<file path="src/rtl/chunked_serial_adder_if.sv">
// Request/result bundle for chunked_serial_adder: start/busy/done handshake,
// operands and result. The sub select exists only when ADDER_SUB_EN is defined.
interface chunked_serial_adder_if #(
  parameter int WIDTH = 32
) ();
  logic             start;
  logic [WIDTH-1:0] a;
  logic [WIDTH-1:0] b;
  logic             ci;
`ifdef ADDER_SUB_EN
  logic             sub;
`endif
  logic             busy;
  logic             done;
  logic [WIDTH-1:0] sum;
  logic             co;
  logic             ovf;

`ifdef ADDER_SUB_EN
  modport master (
    output start, a, b, ci, sub,
    input  busy, done, sum, co, ovf
  );

  modport slave (
    input  start, a, b, ci, sub,
    output busy, done, sum, co, ovf
  );
`else
  modport master (
    output start, a, b, ci,
    input  busy, done, sum, co, ovf
  );

  modport slave (
    input  start, a, b, ci,
    output busy, done, sum, co, ovf
  );
`endif
endinterface

</file>
<file path="src/rtl/chunked_serial_adder.sv">
// Multi-cycle WIDTH-bit adder: CHUNK bits per clock, inter-chunk carry held in a register.
// Optional feature macro: ADDER_SUB_EN (adds the sub select, computing a + ~b + 1).
module chunked_serial_adder #(
  parameter int WIDTH = 32,
  parameter int CHUNK = 8
) (
  input  logic                   clk,
  input  logic                   rst_n,
  chunked_serial_adder_if.slave  bus
);

  localparam int NCHUNK = WIDTH / CHUNK;
  localparam int CNT_W  = (NCHUNK > 1) ? $clog2(NCHUNK) : 1;
  localparam logic [CNT_W-1:0] LAST_CNT = CNT_W'(NCHUNK - 1);

  typedef enum logic {
    IDLE = 1'b0,
    BUSY = 1'b1
  } state_t;

  state_t           state_q, state_d;
  logic [WIDTH-1:0] a_q, a_d;
  logic [WIDTH-1:0] b_q, b_d;
  logic [WIDTH-1:0] acc_q, acc_d;
  logic [WIDTH-1:0] sum_q, sum_d;
  logic [CNT_W-1:0] cnt_q, cnt_d;
  logic             carry_q, carry_d;
  logic             co_q, co_d;
  logic             ovf_q, ovf_d;
  logic             done_q, done_d;

  logic [WIDTH-1:0] b_eff;
  logic             cin_eff;
  logic [CHUNK:0]   chunk_add;
  logic [WIDTH-1:0] chunk_ext;
  logic             carry_into_msb;
  logic             last_chunk;

  // Subtraction is folded into the latched operand: B is stored inverted and the
  // carry register starts at 1, so the chunk datapath only ever adds.
  always_comb begin
`ifdef ADDER_SUB_EN
    b_eff   = bus.sub ? ~bus.b : bus.b;
    cin_eff = bus.sub ? 1'b1   : bus.ci;
`else
    b_eff   = bus.b;
    cin_eff = bus.ci;
`endif
  end

  // Operands shift right one chunk per cycle, so the active chunk is always
  // in the low CHUNK bits of a_q/b_q.
  always_comb begin
    chunk_add      = {1'b0, a_q[CHUNK-1:0]} + {1'b0, b_q[CHUNK-1:0]}
                   + {{CHUNK{1'b0}}, carry_q};
    chunk_ext      = WIDTH'(chunk_add[CHUNK-1:0]);
    // Carry into a bit is recoverable as a ^ b ^ sum of that bit.
    carry_into_msb = a_q[CHUNK-1] ^ b_q[CHUNK-1] ^ chunk_add[CHUNK-1];
    last_chunk     = (cnt_q == LAST_CNT);
  end

  // NOTE: every signal gets a default before the case so no path leaves one
  // unassigned; an unassigned path in always_comb would infer a latch.
  always_comb begin
    state_d = state_q;
    a_d     = a_q;
    b_d     = b_q;
    acc_d   = acc_q;
    sum_d   = sum_q;
    cnt_d   = cnt_q;
    carry_d = carry_q;
    co_d    = co_q;
    ovf_d   = ovf_q;
    done_d  = 1'b0;

    unique case (state_q)
      IDLE: begin
        if (bus.start) begin
          state_d = BUSY;
          a_d     = bus.a;
          b_d     = b_eff;
          carry_d = cin_eff;
          cnt_d   = '0;
          acc_d   = '0;
        end
      end

      BUSY: begin
        a_d     = a_q >> CHUNK;
        b_d     = b_q >> CHUNK;
        // Result chunks enter at the top and drift down to their final position.
        acc_d   = (acc_q >> CHUNK) | (chunk_ext << (WIDTH - CHUNK));
        carry_d = chunk_add[CHUNK];
        cnt_d   = cnt_q + 1'b1;
        if (last_chunk) begin
          state_d = IDLE;
          cnt_d   = '0;
          sum_d   = acc_d;
          co_d    = chunk_add[CHUNK];
          ovf_d   = carry_into_msb ^ chunk_add[CHUNK];
          done_d  = 1'b1;
        end
      end

      default: state_d = IDLE;
    endcase
  end

  // NOTE: state is updated with non-blocking assignments so every flop samples
  // the pre-edge values regardless of statement order.
  always_ff @(posedge clk or negedge rst_n) begin
    if (!rst_n) begin
      state_q <= IDLE;
      a_q     <= '0;
      b_q     <= '0;
      acc_q   <= '0;
      sum_q   <= '0;
      cnt_q   <= '0;
      carry_q <= 1'b0;
      co_q    <= 1'b0;
      ovf_q   <= 1'b0;
      done_q  <= 1'b0;
    end else begin
      state_q <= state_d;
      a_q     <= a_d;
      b_q     <= b_d;
      acc_q   <= acc_d;
      sum_q   <= sum_d;
      cnt_q   <= cnt_d;
      carry_q <= carry_d;
      co_q    <= co_d;
      ovf_q   <= ovf_d;
      done_q  <= done_d;
    end
  end

  assign bus.busy = (state_q == BUSY);
  assign bus.done = done_q;
  assign bus.sum  = sum_q;
  assign bus.co   = co_q;
  assign bus.ovf  = ovf_q;

endmodule

</file>
<file path="src/flat_wrapper.sv">
// flat-port wrapper written by rule: the top's interface ports become plain ports
module chunked_serial_adder_flat 
#(
  parameter int WIDTH = 32,
  parameter int CHUNK = 8
)
  (clk, rst_n, bus_start, bus_a, bus_b, bus_ci, bus_busy, bus_done, bus_sum, bus_co, bus_ovf);
  chunked_serial_adder_if #(.WIDTH(WIDTH)) bus_i ();
  input  logic clk;
  input  logic rst_n;
  input wire logic [$bits(bus_i.start)-1:0] bus_start;
  input wire logic [$bits(bus_i.a)-1:0] bus_a;
  input wire logic [$bits(bus_i.b)-1:0] bus_b;
  input wire logic [$bits(bus_i.ci)-1:0] bus_ci;
  output wire logic [$bits(bus_i.busy)-1:0] bus_busy;
  output wire logic [$bits(bus_i.done)-1:0] bus_done;
  output wire logic [$bits(bus_i.sum)-1:0] bus_sum;
  output wire logic [$bits(bus_i.co)-1:0] bus_co;
  output wire logic [$bits(bus_i.ovf)-1:0] bus_ovf;
  assign bus_i.start = bus_start;
  assign bus_i.a = bus_a;
  assign bus_i.b = bus_b;
  assign bus_i.ci = bus_ci;
  assign bus_busy = bus_i.busy;
  assign bus_done = bus_i.done;
  assign bus_sum = bus_i.sum;
  assign bus_co = bus_i.co;
  assign bus_ovf = bus_i.ovf;
  chunked_serial_adder #(.WIDTH(WIDTH), .CHUNK(CHUNK)) u_core (.clk(clk), .rst_n(rst_n), .bus(bus_i));
endmodule
</file>
<file path="config.mk">
export PLATFORM = sky130hd
export DESIGN_NAME = chunked_serial_adder_flat
export DESIGN_NICKNAME = d
export VERILOG_FILES = /design/src/rtl/chunked_serial_adder_if.sv /design/src/rtl/chunked_serial_adder.sv /design/src/flat_wrapper.sv
export SDC_FILE = /design/constraint.sdc
export NUM_CORES = 1
export LEC_CHECK = 0
export CAP_MARGIN = 20
export CORE_MARGIN = 1
export CORE_UTILIZATION = 48
export DETAILED_ROUTE_END_ITERATION = 8
export GPL_ROUTABILITY_DRIVEN = 0
export PLACE_DENSITY = 0.71
export SLEW_MARGIN = 20
export SYNTH_ARGS = -nofsm -noshare
export SYNTH_HDL_FRONTEND = slang
export SYNTH_SLANG_ARGS = --single-unit
</file>
<file path="constraint.sdc">
create_clock -name clk -period 3.2 [get_ports clk]
set_input_delay 0.96 -clock clk [delete_from_list [all_inputs] [get_ports clk]]
set_output_delay 0.96 -clock clk [all_outputs]
set_load 0.03 [all_outputs]
</file>
[Word-level counts from Yosys, hierarchy flattened]
Index checks and enable logic that the tools add are counted.
Operators by class
  add/subtract/negate cells: 3
  equal/unequal tests: 2
  multiplexer cells: 16
  bitwise gates (word level): 5
  reductions and logical operators: 1
Operators by type and width (number)
  32-bit one-hot mux with 2 select lines: 3
  32-bit two-way mux: 3
  24-bit by 32-bit OR with 32-bit output: 1
  8-bit by 8-bit adder with 9-bit output: 1
  9-bit by 1-bit adder with 9-bit output: 1
  1-bit two-way mux: 5
  2-bit two-way mux: 2
  1-bit one-hot mux with 2 select lines: 2
  2-bit one-hot mux with 2 select lines: 1
  1-bit XOR: 3
  2-bit by 1-bit adder with 2-bit output (second input constant): 1
  2-bit == test (second input constant): 1
  2-bit != test (second input constant): 1
  2-bit AND reduction: 1
  1-bit NOT: 1
Storage, ports and cells
  register bits after elaboration: 135
  output and inout port bits: 36
  logic and storage cells: 37

[Logic depth before layout (Yosys ltp)]
Gate-level depths: netlist of the first run.
  word-level depth: 4
  gate-level depth with buffers: 7
  gate-level depth less buffers: 7

[Worst setup path after synthesis of the first run]
No wires, ideal clock.
  path type: register to register
  start point: reg u_core.carry_q
  end point: reg u_core.sum_q[30], in the netlist u_core.bus.sum[30]
  arrival time: 2.077 ns
  slack: 0.999 ns
  cell stages (with the launch flop): 8
  path through: dfrtp_1 > fa_1 > fa_1 > a211oi_2 > o21bai_1 > a21oi_1 > xnor2_1 > mux2_2
Between the ends
  longest elaborated chain between the ends: 2
RTL lines
  start: declaration: RTL line chunked_serial_adder.sv:27  | logic carry_q, carry_d;
  start signal: assignment: RTL line chunked_serial_adder.sv:130  | carry_q <= carry_d;
  9-bit by 1-bit adder with 9-bit output: RTL line chunked_serial_adder.sv:55  | + {{CHUNK{1'b0}}, carry_q};
  24-bit by 32-bit OR with 32-bit output: RTL line chunked_serial_adder.sv:92  | acc_d = (acc_q >> CHUNK) | (chunk_ext << (WIDTH - CHUNK));
  end signal: assignment: RTL line chunked_serial_adder.sv:128  | sum_q <= sum_d;
  end: declaration: RTL line chunked_serial_adder.sv:25  | logic [WIDTH-1:0] sum_q, sum_d;
No other way between the ends.
A chain may end at the register's enable or synchronous reset.

[Worst setup path after layout of the first run]
  start point: reg u_core.state_q, in the netlist u_core.bus.busy
  end point: out bus_busy
RTL lines
  start: declaration: RTL line chunked_serial_adder.sv:21  | state_t state_q, state_d;
  start signal: assignment: RTL line chunked_serial_adder.sv:124  | state_q <= state_d;
  end: declaration: RTL line flat_wrapper.sv:15  | output wire logic [$bits(bus_i.busy)-1:0] bus_busy;
No word-level cell between the ends.

==> results.sh, run 1 <==
export IMPL_relSlewSlack_pct=31.76
export IMPL_path_cells="clkdlybuf4s50_1"
export IMPL_via_per_inst=5.216
export IMPL_critPathLaunch="u_core.bus.busy$_DFF_PN0_"
export IMPL_htree_levels=4
export IMPL_cts_hold_buf=0
export IMPL_power_density_nw_per_um2=953.8
export IMPL_period_share_pct=86.61
export IMPL_postPlaceCellArea_um2=6689
export IMPL_wl_per_cell_um=15.75
export IMPL_crit_end="bus_busy"
export IMPL_track_usage_pct=20.89
export IMPL_cp_top_family="buffers and inverters"
export IMPL_crit_required_ns=2.24
export IMPL_crit_fanout=42
export IMPL_yosysWarnings=0
export IMPL_status="complete, no violations"
export IMPL_hold_class="reg2reg"
export IMPL_rrSetupSlack_ns=0.83
export IMPL_grt_antenna_before_repair=0
export IMPL_drt_initial_drc_count=148
export IMPL_post_cts_buffers=0
export IMPL_period_minus_slack_ns=2.772
export IMPL_synthCells=472
export IMPL_numPortBuffers=103
export IMPL_grt_max_degree=120
export IMPL_rsz0062_at_grt="no"
export IMPL_skew_ns=0.007901
export IMPL_hold_violations=0
export IMPL_drive_above_1_share_pct=12.01
export IMPL_drc=0
export IMPL_cts_buffers=17
export IMPL_grt_pass1_wl_um=18480
export IMPL_synth_distinct_cells=27
export IMPL_grt_pass1_vias=3609
export IMPL_cts_sinks=127
export IMPL_pin_count=104
export IMPL_crit_type="reg2out"
export IMPL_place_ws_ns=0.8378
export IMPL_fp_dieArea_um2=11950
export IMPL_yosys_area_share_simple_pct=7.988
export IMPL_clkTransAtPathRegs_ns=0.05
export IMPL_synth_ff_latch_count=127
export IMPL_cpMaxStageDelayCell="clkdlybuf4s50_1"
export IMPL_clock_root_buffer="clkbuf_16"
export IMPL_grt_remaining_overflow=0
export IMPL_n_antenna_cell=0
export IMPL_worst_slack_ns=0.4285
export IMPL_n_fill_cell=885
export IMPL_final_area_um2=7231
export IMPL_clk_latency_ns=0.41
export IMPL_critical_path_arrival_ns=1.81
export IMPL_fin_tns_setup_ns=0
export IMPL_syn_avg_cell_area_um2=11.71
export IMPL_synthAdderAreaFrac_pct=2.535
export IMPL_clock_fmax_mhz=360.8
export IMPL_cts_tree="yes"
export IMPL_start_util_pct=50.12
export IMPL_finalSetupViolCount=0
export IMPL_cts_buffer_depth=2
export IMPL_synth_top_family_by_area="multiplexers"
export IMPL_syn_area_um2=5529
export IMPL_synthMuxAreaShare_pct=18.28
export IMPL_post_dp_hpwl_um=7699
export IMPL_cp_buffers_inverters=1
export IMPL_worst_pin_slew_ns=1.024
export IMPL_max_stage_delay_ns=0.75
export IMPL_synth_compound_area_share_pct=10.18
export IMPL_reg2reg_depth=7
export IMPL_p_leak_nw=3.375
export IMPL_cts_repair_resized=0
export IMPL_rr_endpoint="u_core.bus.ovf$_DFFE_PN0P_"
export IMPL_antenna_left=0
export IMPL_ys_seq_area_share_pct=57.48
export IMPL_dr_pass1_iters=6
export IMPL_ir_worst_vdd_mv=0.5194
export IMPL_core_area_um2=11030
export IMPL_synth_xor_area_share_pct=1.109
export IMPL_drv_slew=0
export IMPL_maxCapViolCount=0
export IMPL_syn_nets=550
export IMPL_die_w_um=109.3
export IMPL_num_vias=3771
export IMPL_crit_cells=1
export IMPL_cp_end_kind="output pin"
export IMPL_nNetsFinal=650
export IMPL_r2r_start="u_core.carry_q$_DFFE_PN0P_"
export IMPL_area_growth_pct=30.78
export IMPL_wl_um=11390
export IMPL_rows=38
export IMPL_chipHeight_um=109.3
export IMPL_holdPathStages=2
export IMPL_startpoint_type="flop"
-- sequential cells by signal, indices dropped and copies added, names as in the netlist --
signal           flops
u_core.a_q          32
u_core.b_q          32
u_core.bus.sum      32
u_core.acc_q        24
u_core.cnt_q         2
u_core.bus.busy      1
u_core.bus.co        1
u_core.bus.done      1
u_core.bus.ovf       1
u_core.carry_q       1
-- Yosys cell counts --
cell / instances / area [µm²]
a21oi_1: 6 / 30.03
nor3b_1: 3 / 22.52
nor2_1: 20 / 75.07
o21ai_1: 1 / 5.000
ha_1: 8 / 100.1
buf_1: 5 / 18.77
a22o_1: 10 / 87.58
xor2_1: 1 / 8.760
nand2_1: 66 / 247.7
nor4b_1: 1 / 8.760
o211ai_1: 1 / 7.510
mux2i_1: 65 / 650.6
clkinv_1: 1 / 3.750
o21ai_0: 65 / 325.3
fa_1: 2 / 40.04
clkbuf_1: 10 / 37.54
buf_2: 14 / 70.07
nand2b_1: 13 / 81.33
inv_1: 1 / 3.750
dfrtp_1: 127 / 3178
a21o_1: 7 / 52.55
o21bai_1: 2 / 15.01
nor2b_1: 1 / 6.260
xnor2_1: 6 / 52.55
a211oi_1: 2 / 15.01
a211oi_2: 2 / 25.02
mux2_2: 32 / 360.4
-- power by group --
group | internal, mW | switching [mW]
clock network | 1.12 | 0.652
registers | 2.24 | 0.463
logic | 1.14 | 1.29
-- cell type report --
class,instances,area (µm²),share of cell area [%]
clock inverters,6,60.06,0.8306
multi-input cells,314,2217,30.66
inverters,2,7.507,0.1038
well taps,140,175.2,2.423
clock buffers,24,481.7,6.662
flip-flops and latches,127,3182,44.00
repair buffers,110,1107,15.31
-- layer usage --
metal | wire [µm] | global-route usage (%) | vias to the layer above
met1 | 5101 | 26.86 | 1813
met2 | 5485 | 33.02 | 101
li1 | - | - | 1846
met4 | 108 | 6.381 | 0
met5 | 0 | 0 | -
met3 | 693 | 7.765 | 11
-- through the flow --
| stage | power (mW) | cells | hold slack (ns) | util [%] |
|---|---|---|---|---|
| floorplan | 4.269 | 472 | 0.4523 | - |
| global placement | 5.063 | 693 | 0.4621 | 60.64 |
| detailed placement | 5.163 | 693 | 0.4681 | 60.64 |
| CTS | 6.952 | 723 | 0.4782 | 65.55 |
| global route | 7.334 | 723 | 0.5033 | 65.55 |
| finish | 6.896 | 723 | 0.4809 | 65.55 |
-- cell families after synthesis --
family / after synthesis
AOI/OAI and AO/OA: 96
xor gates and xnor gates: 7
adders and majority gates: 10
buffers and inverters: 31
DFF: 127
muxes: 97
and+or+nand+nor: 104
-- placed cells by master, fill, tap and decap left out, drive strengths merged, types with 8 or more instances in the layout --
master,netlist,final
dfrtp,127,127
nand2,66,66
buf,19,9
mux2i,65,65
clkbuf,10,24
ha,8,8
clkdlybuf4s50,0,101
o21ai,66,66
mux2,32,32
a22o,10,10
nor2,20,20
nand2b,13,13
-- worst min-delay path by stage --
stage	startpoint	to
finish	u_core.a_q[26]$_DFFE_PN0P_	u_core.a_q[18]$_DFFE_PN0P_
global route	u_core.a_q[10]$_DFFE_PN0P_	u_core.a_q[2]$_DFFE_PN0P_
CTS	u_core.a_q[10]$_DFFE_PN0P_	u_core.a_q[2]$_DFFE_PN0P_
detailed placement	u_core.a_q[18]$_DFFE_PN0P_	u_core.a_q[10]$_DFFE_PN0P_
global placement	u_core.b_q[26]$_DFFE_PN0P_	u_core.b_q[18]$_DFFE_PN0P_
floorplan	u_core.a_q[8]$_DFFE_PN0P_	u_core.a_q[0]$_DFFE_PN0P_
Note: power is estimated with default switching activity, not from simulation.
==> run 2, diff against run 1 <==
- CORE_UTILIZATION: 48 -> 56
- PLACE_DENSITY: 0.71 -> 0.82
==> run 2 against run 1 <==
Count of clock-buffer cells in the layout down 7. Sequential share of layout area down 0.48 points. Maximum frequency down 0.53%. First-iteration DRC count up 44%. Sequential power about the same. Die area down 14%. Sequential cell count unchanged. Hold slack worse by 0.029 ns. Clock power up 16%. Highest routed layer unchanged.
==> results.sh, run 2 (synthesis gave the netlist of run 1 again) <==
export IMPL_drc=0
export IMPL_clkTransAtPathRegs_ns=0.06
export IMPL_post_dp_hpwl_um=7874
export IMPL_pin_count=104
export IMPL_switching_share_pct=35.35
export IMPL_grt_antenna_before_repair=0
export IMPL_nNetsFinal=650
export IMPL_path_cells="clkdlybuf4s50_1"
export IMPL_n_antenna_cell=0
export IMPL_cts_sinks=127
export IMPL_skew_ns=0.01038
export IMPL_grt_pass1_wl_um=19800
export IMPL_critical_path_arrival_ns=1.83
export IMPL_p_sw_mw=2.554
export IMPL_via_per_inst=5.413
export IMPL_intPower_mw=4.669
export IMPL_finalSetupViolCount=0
export IMPL_dr_pass1_iters=4
export IMPL_crit_fanout=27
export IMPL_final_common_cell="dfrtp_1"
export IMPL_htree_levels=4
export IMPL_cts_hold_buf=0
export IMPL_numPortBuffers=103
export IMPL_cpMaxStageDelayCell="clkdlybuf4s50_1"
export IMPL_period_share_pct=87.07
export IMPL_cts_repair_resized=0
export IMPL_cp_buffers_inverters=1
export IMPL_crit_required_ns=2.24
export IMPL_status="complete, no violations"
export IMPL_fp_dieArea_um2=10270
export IMPL_core_area_um2=9415
export IMPL_power_mw=7.223
export IMPL_clkPwrFrac_pct=28.4
export IMPL_hold_class="in2async"
export IMPL_p_comb_share_pct=34.3
export IMPL_grt_remaining_overflow=0
export IMPL_critPathLaunch="u_core.bus.busy$_DFF_PN0_"
export IMPL_clock_fmax_mhz=358.9
export IMPL_fin_tns_setup_ns=0
export IMPL_p_leak_nw=3.426
export IMPL_drive_above_1_share_pct=12.99
export IMPL_start_util_pct=58.72
export IMPL_cts_tree="yes"
export IMPL_drv_slew=0
export IMPL_max_stage_delay_ns=0.72
export IMPL_rsz0062_at_grt="no"
export IMPL_rows=35
export IMPL_r2r_start="u_core.carry_q$_DFFE_PN0P_"
export IMPL_period_minus_slack_ns=2.786
export IMPL_worst_pin_slew_ns=0.7831
export IMPL_clk_latency_ns=0.51
export IMPL_reg2reg_depth=7
export IMPL_pwr_share_seq_pct=37.2
export IMPL_power_density_nw_per_um2=988.0
export IMPL_hold_violations=0
export IMPL_crit_type="reg2out"
export IMPL_cp_top_family="buffers and inverters"
export IMPL_clock_root_buffer="clkbuf_8"
export IMPL_wl_um=11790
export IMPL_num_vias=3865
export IMPL_ir_worst_vdd_mv=0.4920
export IMPL_post_cts_buffers=0
export IMPL_cp_end_kind="output pin"
export IMPL_relSlewSlack_pct=47.79
export IMPL_rr_endpoint="u_core.bus.ovf$_DFFE_PN0P_"
export IMPL_maxCapViolCount=0
export IMPL_rrSetupSlack_ns=0.80
export IMPL_drt_initial_drc_count=213
export IMPL_cts_buffer_depth=2
export IMPL_grt_pass1_vias=3935
export IMPL_chipHeight_um=101.4
export IMPL_area_growth_pct=32.22
export IMPL_die_w_um=101.4
export IMPL_wl_per_cell_um=16.51
export IMPL_grt_max_degree=135
export IMPL_final_cell_mix="126 x dfrtp_1, 101 x clkdlybuf4s50_1, 66 x nand2_1, 65 x mux2i_1, 65 x o21ai_0"
export IMPL_track_usage_pct=25.85
export IMPL_antenna_left=0
export IMPL_startpoint_type="flop"
export IMPL_cts_buffers=17
## run 2: cell types whose count changed in the layout (fill, tap and decap cells not counted), sizes merged
cell,delta
bufinv,+3
clkbuf,-7
clkinv,-1
clkinvlp,-2
inv,+9
## run 2: layout make-up
cell class                      instances  area [µm²]
Clock buffer                           17       414.1
Clock inverter                         15       221.5
Fill cell                             585        2105
Inverter                                2       7.507
Multi-Input combinational cell        314        2217
Sequential cell                       127        3182
Tap cell                              129       161.4
Timing Repair Buffer                  110        1107
## run 2: through the flow
step | instance area [µm²] | cells | hold slack, ns | utilization (%) | setup slack, ns
global route | 7311 | 714 | 0.4887 | 77.65 | 0.3487
finish | 7311 | 714 | 0.4514 | 77.65 | 0.4137
detailed placement | 6671 | 682 | 0.4679 | 70.86 | 0.8472
floorplan | 5529 | 472 | 0.4523 | - | 0.9986
CTS | 7307 | 714 | 0.4572 | 77.61 | 0.4077
global placement | 6671 | 682 | 0.4635 | 70.86 | 0.9114
## run 2: worst max-delay path by stage
stage,end,slack [ns],depth (start not counted)
floorplan,u_core.bus.sum[30]$_DFFE_PN0P_,1.0,7
global placement,u_core.bus.sum[30]$_DFFE_PN0P_,0.91,7
detailed placement,u_core.bus.sum[30]$_DFFE_PN0P_,0.85,7
CTS,bus_busy,0.41,1
global route,bus_busy,0.35,1
finish,bus_busy,0.41,1
## run 2: power by group through the flow
stage	Combinational, mW	Clock (mW)	Sequential, mW
2_1_floorplan	1.35	0	2.92
3_3_place_gp	2.38	0	2.67
3_5_place_dp	2.47	0	2.70
4_1_cts	2.50	2.08	2.69
5_1_grt	2.73	2.16	2.77
6_report	2.48	2.05	2.69
## run 2: per-layer routing
layer,wire [µm],vias up,track usage (%)
met5,0,-,0
met3,536,19,7.246
met1,5038,1880,32.71
met4,224,0,9.253
li1,-,1853,-
met2,5988,113,42.86
